<file path="src/rtl/wb_ram_arbiter_if.sv">
// Bus bundle for wb_ram_arbiter: packed per-master Wishbone request lanes plus the
// single RAM-side Wishbone port. "slave" is the arbiter's view, "master" the environment's.
interface wb_ram_arbiter_if #(
    parameter int unsigned NUM_MASTERS = 3
);
    logic [NUM_MASTERS-1:0]    m_cyc_i;
    logic [NUM_MASTERS-1:0]    m_stb_i;
    logic [NUM_MASTERS-1:0]    m_we_i;
    logic [NUM_MASTERS-1:0]    m_lock_i;
    logic [32*NUM_MASTERS-1:0] m_adr_i;
    logic [32*NUM_MASTERS-1:0] m_dat_i;
    logic [4*NUM_MASTERS-1:0]  m_sel_i;
    logic [31:0]               m_dat_o;
    logic [NUM_MASTERS-1:0]    m_ack_o;
    logic [NUM_MASTERS-1:0]    m_err_o;
    logic [NUM_MASTERS-1:0]    m_rty_o;

    logic        p_wb_CYC_O;
    logic        p_wb_STB_O;
    logic        p_wb_WE_O;
    logic        p_wb_LOCK_O;
    logic [31:0] p_wb_ADR_O;
    logic [31:0] p_wb_DAT_O;
    logic [3:0]  p_wb_SEL_O;
    logic [31:0] p_wb_DAT_I;
    logic        p_wb_ACK_I;
    logic        p_wb_ERR_I;
    logic        p_wb_RTY_I;

    modport slave (
        input  m_cyc_i, m_stb_i, m_we_i, m_lock_i, m_adr_i, m_dat_i, m_sel_i,
        output m_dat_o, m_ack_o, m_err_o, m_rty_o,
        output p_wb_CYC_O, p_wb_STB_O, p_wb_WE_O, p_wb_LOCK_O, p_wb_ADR_O, p_wb_DAT_O, p_wb_SEL_O,
        input  p_wb_DAT_I, p_wb_ACK_I, p_wb_ERR_I, p_wb_RTY_I
    );

    modport master (
        output m_cyc_i, m_stb_i, m_we_i, m_lock_i, m_adr_i, m_dat_i, m_sel_i,
        input  m_dat_o, m_ack_o, m_err_o, m_rty_o,
        input  p_wb_CYC_O, p_wb_STB_O, p_wb_WE_O, p_wb_LOCK_O, p_wb_ADR_O, p_wb_DAT_O, p_wb_SEL_O,
        output p_wb_DAT_I, p_wb_ACK_I, p_wb_ERR_I, p_wb_RTY_I
    );
endinterface

</file>
<file path="src/rtl/wb_ram_arbiter.sv">
// Round-robin Wishbone arbiter sharing one RAM port between DMA masters, with
// LOCK support, a per-grant beat quota (forced RTY) and a stalled-slave watchdog (ERR).
module wb_ram_arbiter #(
    parameter int unsigned NUM_MASTERS = 3,
    parameter int unsigned MAX_BEATS   = 64,
    parameter int unsigned TIMEOUT     = 255
) (
    input  logic                   p_clk,
    input  logic                   p_reset,
    wb_ram_arbiter_if.slave        bus,
    output logic [NUM_MASTERS-1:0] grant_o,
    output logic                   timeout_o
);
    localparam int unsigned IW = (NUM_MASTERS > 1) ? $clog2(NUM_MASTERS) : 1;
    localparam int unsigned BW = (MAX_BEATS > 0) ? $clog2(MAX_BEATS + 1) : 1;
    localparam int unsigned WW = (TIMEOUT > 0) ? $clog2(TIMEOUT + 1) : 1;

    typedef enum logic {IDLE, GRANTED} state_e;

    state_e                 state_q, state_d;
    logic [NUM_MASTERS-1:0] grant_q, grant_d;
    logic [IW-1:0]          last_q, last_d;
    logic [BW-1:0]          beat_q, beat_d;
    logic [WW-1:0]          wait_q, wait_d;

    logic                   g_cyc, g_stb, g_we, g_lock;
    logic [31:0]            g_adr, g_dat;
    logic [3:0]             g_sel;
    logic [NUM_MASTERS-1:0] g_mask;
    logic                   granted, term, quota_hit, stb_req, wd_fire, stb_fwd;
    logic                   found;
    logic [IW-1:0]          win;

    // Select the request lane of the master held in last_q (the current grant holder)
    always_comb begin
        g_cyc  = 1'b0;
        g_stb  = 1'b0;
        g_we   = 1'b0;
        g_lock = 1'b0;
        g_adr  = '0;
        g_dat  = '0;
        g_sel  = '0;
        g_mask = '0;
        for (int i = 0; i < NUM_MASTERS; i++) begin
            if (last_q == IW'(i)) begin
                g_cyc     = bus.m_cyc_i[i];
                g_stb     = bus.m_stb_i[i];
                g_we      = bus.m_we_i[i];
                g_lock    = bus.m_lock_i[i];
                g_adr     = bus.m_adr_i[32*i +: 32];
                g_dat     = bus.m_dat_i[32*i +: 32];
                g_sel     = bus.m_sel_i[4*i +: 4];
                g_mask[i] = 1'b1;
            end
        end
    end

    // Quota blocks an STB before it reaches the slave; the watchdog only fires if the slave stays silent
    always_comb begin
        granted   = (state_q == GRANTED);
        term      = bus.p_wb_ACK_I | bus.p_wb_ERR_I | bus.p_wb_RTY_I;
        quota_hit = (MAX_BEATS > 0) && granted && g_cyc && g_stb && !g_lock
                    && (beat_q == BW'(MAX_BEATS));
        stb_req   = granted && g_cyc && g_stb && !quota_hit;
        wd_fire   = stb_req && !term && (wait_q == WW'(TIMEOUT));
        stb_fwd   = stb_req && !wd_fire;
    end

    always_comb begin
        bus.p_wb_CYC_O  = granted && g_cyc && !wd_fire;
        bus.p_wb_STB_O  = stb_fwd;
        bus.p_wb_WE_O   = granted && g_we;
        bus.p_wb_LOCK_O = granted && g_lock;
        bus.p_wb_ADR_O  = granted ? g_adr : 32'h0;
        bus.p_wb_DAT_O  = granted ? g_dat : 32'h0;
        bus.p_wb_SEL_O  = granted ? g_sel : 4'hF;
        bus.m_dat_o     = granted ? bus.p_wb_DAT_I : 32'h0;
        bus.m_ack_o     = (granted && bus.p_wb_ACK_I) ? g_mask : '0;
        bus.m_err_o     = ((granted && bus.p_wb_ERR_I) || wd_fire) ? g_mask : '0;
        bus.m_rty_o     = ((granted && bus.p_wb_RTY_I) || quota_hit) ? g_mask : '0;
        timeout_o       = wd_fire;
        grant_o         = grant_q;
    end

    // Next-state: rotating-priority search in IDLE, counters and release in GRANTED
    always_comb begin
        state_d = state_q;
        grant_d = grant_q;
        last_d  = last_q;
        beat_d  = beat_q;
        wait_d  = wait_q;
        found   = 1'b0;
        win     = '0;
        unique case (state_q)
            IDLE: begin
                for (int i = 0; i < NUM_MASTERS; i++) begin
                    if (!found && (IW'(i) > last_q) && bus.m_cyc_i[i]) begin
                        found = 1'b1;
                        win   = IW'(i);
                    end
                end
                for (int i = 0; i < NUM_MASTERS; i++) begin
                    if (!found && (IW'(i) <= last_q) && bus.m_cyc_i[i]) begin
                        found = 1'b1;
                        win   = IW'(i);
                    end
                end
                if (found) begin
                    grant_d = NUM_MASTERS'(1) << win;
                    last_d  = win;
                    beat_d  = '0;
                    wait_d  = '0;
                    state_d = GRANTED;
                end
            end
            GRANTED: begin
                if (stb_fwd && bus.p_wb_ACK_I && (beat_q != BW'(MAX_BEATS))) begin
                    beat_d = beat_q + BW'(1);
                end
                if (!stb_fwd || term) begin
                    wait_d = '0;
                end else if (wait_q != WW'(TIMEOUT)) begin
                    wait_d = wait_q + WW'(1);
                end
                if (wd_fire || quota_hit || (!g_cyc && !g_lock)) begin
                    grant_d = '0;
                    state_d = IDLE;
                end
            end
            default: state_d = IDLE;
        endcase
    end

    always_ff @(posedge p_clk or posedge p_reset) begin
        if (p_reset) begin
            state_q <= IDLE;
            grant_q <= '0;
            last_q  <= IW'(NUM_MASTERS - 1);
            beat_q  <= '0;
            wait_q  <= '0;
        end else begin
            state_q <= state_d;
            grant_q <= grant_d;
            last_q  <= last_d;
            beat_q  <= beat_d;
            wait_q  <= wait_d;
        end
    end
endmodule

</file>
<file path="src/flat_wrapper.sv">
// flat-port wrapper written by rule: the top's interface ports become plain ports
module wb_ram_arbiter_flat 
#(
    parameter int unsigned NUM_MASTERS = 3,
    parameter int unsigned MAX_BEATS   = 64,
    parameter int unsigned TIMEOUT     = 255
)
  (p_clk, p_reset, grant_o, timeout_o, bus_m_cyc_i, bus_m_stb_i, bus_m_we_i, bus_m_lock_i, bus_m_adr_i, bus_m_dat_i, bus_m_sel_i, bus_m_dat_o, bus_m_ack_o, bus_m_err_o, bus_m_rty_o, bus_p_wb_CYC_O, bus_p_wb_STB_O, bus_p_wb_WE_O, bus_p_wb_LOCK_O, bus_p_wb_ADR_O, bus_p_wb_DAT_O, bus_p_wb_SEL_O, bus_p_wb_DAT_I, bus_p_wb_ACK_I, bus_p_wb_ERR_I, bus_p_wb_RTY_I);
  wb_ram_arbiter_if #(.NUM_MASTERS(NUM_MASTERS)) bus_i ();
  input  logic p_clk;
  input  logic p_reset;
  output logic [NUM_MASTERS-1:0] grant_o;
  output logic timeout_o;
  input wire logic [$bits(bus_i.m_cyc_i)-1:0] bus_m_cyc_i;
  input wire logic [$bits(bus_i.m_stb_i)-1:0] bus_m_stb_i;
  input wire logic [$bits(bus_i.m_we_i)-1:0] bus_m_we_i;
  input wire logic [$bits(bus_i.m_lock_i)-1:0] bus_m_lock_i;
  input wire logic [$bits(bus_i.m_adr_i)-1:0] bus_m_adr_i;
  input wire logic [$bits(bus_i.m_dat_i)-1:0] bus_m_dat_i;
  input wire logic [$bits(bus_i.m_sel_i)-1:0] bus_m_sel_i;
  output wire logic [$bits(bus_i.m_dat_o)-1:0] bus_m_dat_o;
  output wire logic [$bits(bus_i.m_ack_o)-1:0] bus_m_ack_o;
  output wire logic [$bits(bus_i.m_err_o)-1:0] bus_m_err_o;
  output wire logic [$bits(bus_i.m_rty_o)-1:0] bus_m_rty_o;
  output wire logic [$bits(bus_i.p_wb_CYC_O)-1:0] bus_p_wb_CYC_O;
  output wire logic [$bits(bus_i.p_wb_STB_O)-1:0] bus_p_wb_STB_O;
  output wire logic [$bits(bus_i.p_wb_WE_O)-1:0] bus_p_wb_WE_O;
  output wire logic [$bits(bus_i.p_wb_LOCK_O)-1:0] bus_p_wb_LOCK_O;
  output wire logic [$bits(bus_i.p_wb_ADR_O)-1:0] bus_p_wb_ADR_O;
  output wire logic [$bits(bus_i.p_wb_DAT_O)-1:0] bus_p_wb_DAT_O;
  output wire logic [$bits(bus_i.p_wb_SEL_O)-1:0] bus_p_wb_SEL_O;
  input wire logic [$bits(bus_i.p_wb_DAT_I)-1:0] bus_p_wb_DAT_I;
  input wire logic [$bits(bus_i.p_wb_ACK_I)-1:0] bus_p_wb_ACK_I;
  input wire logic [$bits(bus_i.p_wb_ERR_I)-1:0] bus_p_wb_ERR_I;
  input wire logic [$bits(bus_i.p_wb_RTY_I)-1:0] bus_p_wb_RTY_I;
  assign bus_i.m_cyc_i = bus_m_cyc_i;
  assign bus_i.m_stb_i = bus_m_stb_i;
  assign bus_i.m_we_i = bus_m_we_i;
  assign bus_i.m_lock_i = bus_m_lock_i;
  assign bus_i.m_adr_i = bus_m_adr_i;
  assign bus_i.m_dat_i = bus_m_dat_i;
  assign bus_i.m_sel_i = bus_m_sel_i;
  assign bus_m_dat_o = bus_i.m_dat_o;
  assign bus_m_ack_o = bus_i.m_ack_o;
  assign bus_m_err_o = bus_i.m_err_o;
  assign bus_m_rty_o = bus_i.m_rty_o;
  assign bus_p_wb_CYC_O = bus_i.p_wb_CYC_O;
  assign bus_p_wb_STB_O = bus_i.p_wb_STB_O;
  assign bus_p_wb_WE_O = bus_i.p_wb_WE_O;
  assign bus_p_wb_LOCK_O = bus_i.p_wb_LOCK_O;
  assign bus_p_wb_ADR_O = bus_i.p_wb_ADR_O;
  assign bus_p_wb_DAT_O = bus_i.p_wb_DAT_O;
  assign bus_p_wb_SEL_O = bus_i.p_wb_SEL_O;
  assign bus_i.p_wb_DAT_I = bus_p_wb_DAT_I;
  assign bus_i.p_wb_ACK_I = bus_p_wb_ACK_I;
  assign bus_i.p_wb_ERR_I = bus_p_wb_ERR_I;
  assign bus_i.p_wb_RTY_I = bus_p_wb_RTY_I;
  wb_ram_arbiter #(.NUM_MASTERS(NUM_MASTERS), .MAX_BEATS(MAX_BEATS), .TIMEOUT(TIMEOUT)) u_core (.p_clk(p_clk), .p_reset(p_reset), .bus(bus_i), .grant_o(grant_o), .timeout_o(timeout_o));
endmodule
</file>
<file path="config.mk">
export PLATFORM = sky130hd
export DESIGN_NAME = wb_ram_arbiter_flat
export DESIGN_NICKNAME = d
export VERILOG_FILES = /design/src/rtl/wb_ram_arbiter_if.sv /design/src/rtl/wb_ram_arbiter.sv /design/src/flat_wrapper.sv
export SDC_FILE = /design/constraint.sdc
export NUM_CORES = 1
export LEC_CHECK = 0
export BUFFER_PORTS_ARGS = -buffer_cell sky130_fd_sc_hd__buf_4
export CAP_MARGIN = 0
export CELL_PAD_IN_SITES_DETAIL_PLACEMENT = 2
export CELL_PAD_IN_SITES_GLOBAL_PLACEMENT = 2
export CORE_AREA = 2 2 151 153
export DETAILED_ROUTE_END_ITERATION = 8
export DIE_AREA = 0 0 153 155
export PLACE_DENSITY = 0.88
export REMOVE_ABC_BUFFERS = 1
export SETUP_SLACK_MARGIN = 0.5
export SLEW_MARGIN = 20
export SYNTH_ARGS = -nofsm -noshare
export SYNTH_HDL_FRONTEND = slang
export SYNTH_SLANG_ARGS = --single-unit
</file>
<file path="constraint.sdc">
create_clock -name p_clk -period 2.4 [get_ports p_clk]
set_clock_uncertainty 0.2 [all_clocks]
set_input_delay 0.12 -clock p_clk [delete_from_list [all_inputs] [get_ports p_clk]]
set_output_delay 0.12 -clock p_clk [all_outputs]
set_load 0.005 [all_outputs]
</file>
==> impl_results.md <==
- Status: finished with violations
- Failing checks: negative setup slack
- RR Endpoint: u_core.grant_o[0]$_DFFE_PP0P_
- Initial Util: 14.7%
- Worst Setup Start Kind: register
- Aggregate global-route resource usage: 18.6%
- Minimum hold slack: 0.0177 ns
- Slew @ Worst Pin: 0.636 ns
- Min cycle time layout: 2.51 ns
- Pleak: 3.73 nW
- Via count: 5438
- Sink Count: 21
- FMAX: 398 MHz
- Seq cells post-synth: 21
- Share of layout cells above drive strength 1: 58.0%
- Worst path most repeated cell: buf_4
- Num CTS Buffers: 3
- R2R cell count: 9
- Unrepaired setup endpoints after global routing: true
- Pre-CTS WS: 0.0799 ns
- Slew Viols, Final: 0
- CTS max path bufs: 2
- Slew margin rel.: 57.3%
- WS Path Type: reg -> out
- Final Non-Filler Cells: 1184
- # nets final: 1156
- Total power: 7.97 mW
- Routed Antenna Nets: 0
- Cell Pwr Density: 1030 mW/mm2
- Post-DP HPWL: 16900 um
- R2R setup slack: -0.06 ns
- Cell area after layout: 0.00772 mm2
- Fill cells: 2528
- Root buffer cell: clkbuf_16
- Htree depth: 1
- Cells after Synth: 505
- Critical path's slowest cell: dfstp_4
- PortBufs: 369
- Total core area: 0.0222 mm2
- Number of flops mapped to enable cells by yosys: 0
- Clock-pin slew on the worst setup and hold paths: 0.06 ns
- Gr ovfl total: 0
- Setup violators final: 27
- Die width: 153 um
- Commonest non-fill, non-tap cell in the layout: buf_4
- Critical Path Fanout Max: 4
- Final Cycle Share: 105%
- Sum of negative setup slack: -1.14 ns
- Number of DRC markers in iteration 0: 130
- Synth area leaders: mux2i_1 (23%), nor2_1 (17%), dfrtp_1 (15%)
- Crit. End Element: output pin
- Register area share after synthesis: 16.1%
- Unique masters post-synth: 41
- Largest net degree at the start of global routing: 78
- Ys flop type: dfrtp_1
- Synth top area share: 23.0%
- Hold Crit Start: bus_m_cyc_i[1]
- Die area: 0.0237 mm2
- FFs w/ async S/R, synth: 100%
- Vias/cell: 4.59
- VDD IR max: 0.419 mV
- Area delta synth->final: 136%
- Max_cap viols: 0
- Cell Rows: 55
- Synth warn: 0
- Initial antenna violation count: 0
- Worst Hold Endpoint: u_core.last_q[0]$_DFFE_PP0P_
- Syn_area_per_cell: 6.47 um2
- Routability cong.: 0.803
- Worst-Skew Late Latency: 0.25 ns
- First-pass GRT wire length: 34700 um
- Drt total wl: 25100 um
- Synth Cell Area: 0.00327 mm2
- # DRC: 0
- Vias in the first global route: 5952
- CP arrival: 2.19 ns
- Mean routed wirelength per cell: 21.2 um
- Inst Count DP: 1136
- Worst EP required: 2.08 ns
- ANT cells: 0
- Area of the multi-input gates: 0.00299 mm2
- Final Hold Fails: 0
- Slowest Stage Delay on Critical Path: 0.65 ns
- Post-synth top area cell: mux2i_1
- I/O pin cnt: 370
- Post-DP Area: 0.00642 mm2
- Worst reg2reg path startpoint: u_core.last_q[1]$_DFFE_PP1P_
- Final WS setup: -0.114 ns
- Die height: 155 um
- Hold WC Path Type: in -> reg
- DR pass1 iterations: 6
- End-of-flow core utilization: 34.7%
- Worst hold stages: 3
- Sequential cell area: 533 um2
- Critical-path cell list: buf_12, mux2i_4, a2bb2oi_4, a2111oi_4, buf_4, and2_4, nor3_2, buf_4
- Most frequent cells in the layout: buf_4 (388), nor2_1 (139), mux2i_1 (63)
- CTS tree: done
==> synthesized netlist by cell type, types with 2 or more instances <==
cell type,n
nand2b_1,4
nand3_1,15
a2bb2oi_1,2
clkbuf_1,20
inv_1,7
nor4_1,4
o21ai_0,12
o311ai_1,2
or4_1,3
ha_1,3
nor2b_1,4
nor3_1,8
mux2i_1,75
nor2_1,146
dfrtp_1,20
xnor2_1,2
and3_1,2
buf_4,2
or2_2,2
nand2_1,23
nand4_1,7
and2_1,33
buf_2,8
a21oi_1,69
o21ai_1,2
o2bb2ai_1,2
buf_1,13
o22ai_1,2
==> worst max-delay path, delay by kind of cell (launching register included) <==
family	cells	cell delay [ns]
compound gates	2	0.31
buf+inv	3	0.43
flops	1	0.65
mux	1	0.28
simple gates	2	0.26
==> cell families (layout without fill, tap and decap cells) <==
logic type / Yosys count / count (layout) / share of synthesized area, %
adder cells (fa/ha/maj): 3 / 3 / 1.15
flip-flops: 21 / 21 / 16.1
buffers and inverters: 50 / 444 / 6.28
AO/OA/AOI/OAI: 101 / 101 / 18.2
multiplexers: 75 / 75 / 23.0
XOR/XNOR: 3 / 3 / 0.804
AND/OR/NAND/NOR: 252 / 252 / 34.5
==> registers in the layout (all words and copies together), names as in the netlist <==
| signal | count |
|---|---|
| u_core.last_q | 2 |
| u_core.grant_o | 3 |
| u_core.wait_q | 8 |
| u_core.granted | 1 |
| u_core.beat_q | 7 |
==> power by group <==
part / total [mW] / internal [mW] / switching, mW
sequential: 0.515 / 0.424 / 0.0912
combinational: 7.10 / 3.73 / 3.37
clock: 0.361 / 0.227 / 0.134
total: 7.97 / 4.38 / 3.59
==> area by class of cell <==
type | count | area share [%]
clock buffers | 4 | 1.02
inverters | 7 | 0.340
multi-input cells | 434 | 38.7
flip-flops and latches | 21 | 6.90
well taps | 285 | 4.62
repair buffers | 433 | 48.4
==> per-layer routing <==
layer | up-vias | part of all wire, % | wire length (um) | track usage [%]
li1 | 2528 | - | - | -
met3 | 36 | 6.8 | 1700 | 4.26
met5 | - | 0 | 0 | 0
met4 | 0 | 2.1 | 527 | 3.62
met2 | 257 | 53 | 13300 | 36.0
met1 | 2617 | 38 | 9550 | 20.9
==> how the worst max path moves through the flow <==
stage / start / end / slack (ns)
2_1_floorplan: u_core.last_q[0]$_DFFE_PP0P_ / bus_m_err_o[0] / -3.69
3_3_place_gp: u_core.last_q[1]$_DFFE_PP1P_ / bus_m_err_o[0] / 0.14
3_5_place_dp: u_core.last_q[1]$_DFFE_PP1P_ / bus_m_err_o[2] / 0.08
4_1_cts: u_core.last_q[1]$_DFFE_PP1P_ / bus_p_wb_CYC_O / -0.10
5_1_grt: u_core.last_q[1]$_DFFE_PP1P_ / bus_p_wb_ADR_O[30] / -0.22
6_report: u_core.last_q[1]$_DFFE_PP1P_ / bus_p_wb_CYC_O / -0.11
==> timing repair <==
| item | CTS | global route |
|---|---|---|
| hold buffers | 1 | 0 |
| pin swaps | 14 | 24 |
| cloned | 9 | 4 |
| resized for setup | 75 | 79 |
| hold endpoints to repair | 10 | 0 |
| setup buffers | 18 | 12 |
| setup endpoints to repair | 101 | 102 |
Note: power is estimated with default switching activity, not from simulation.
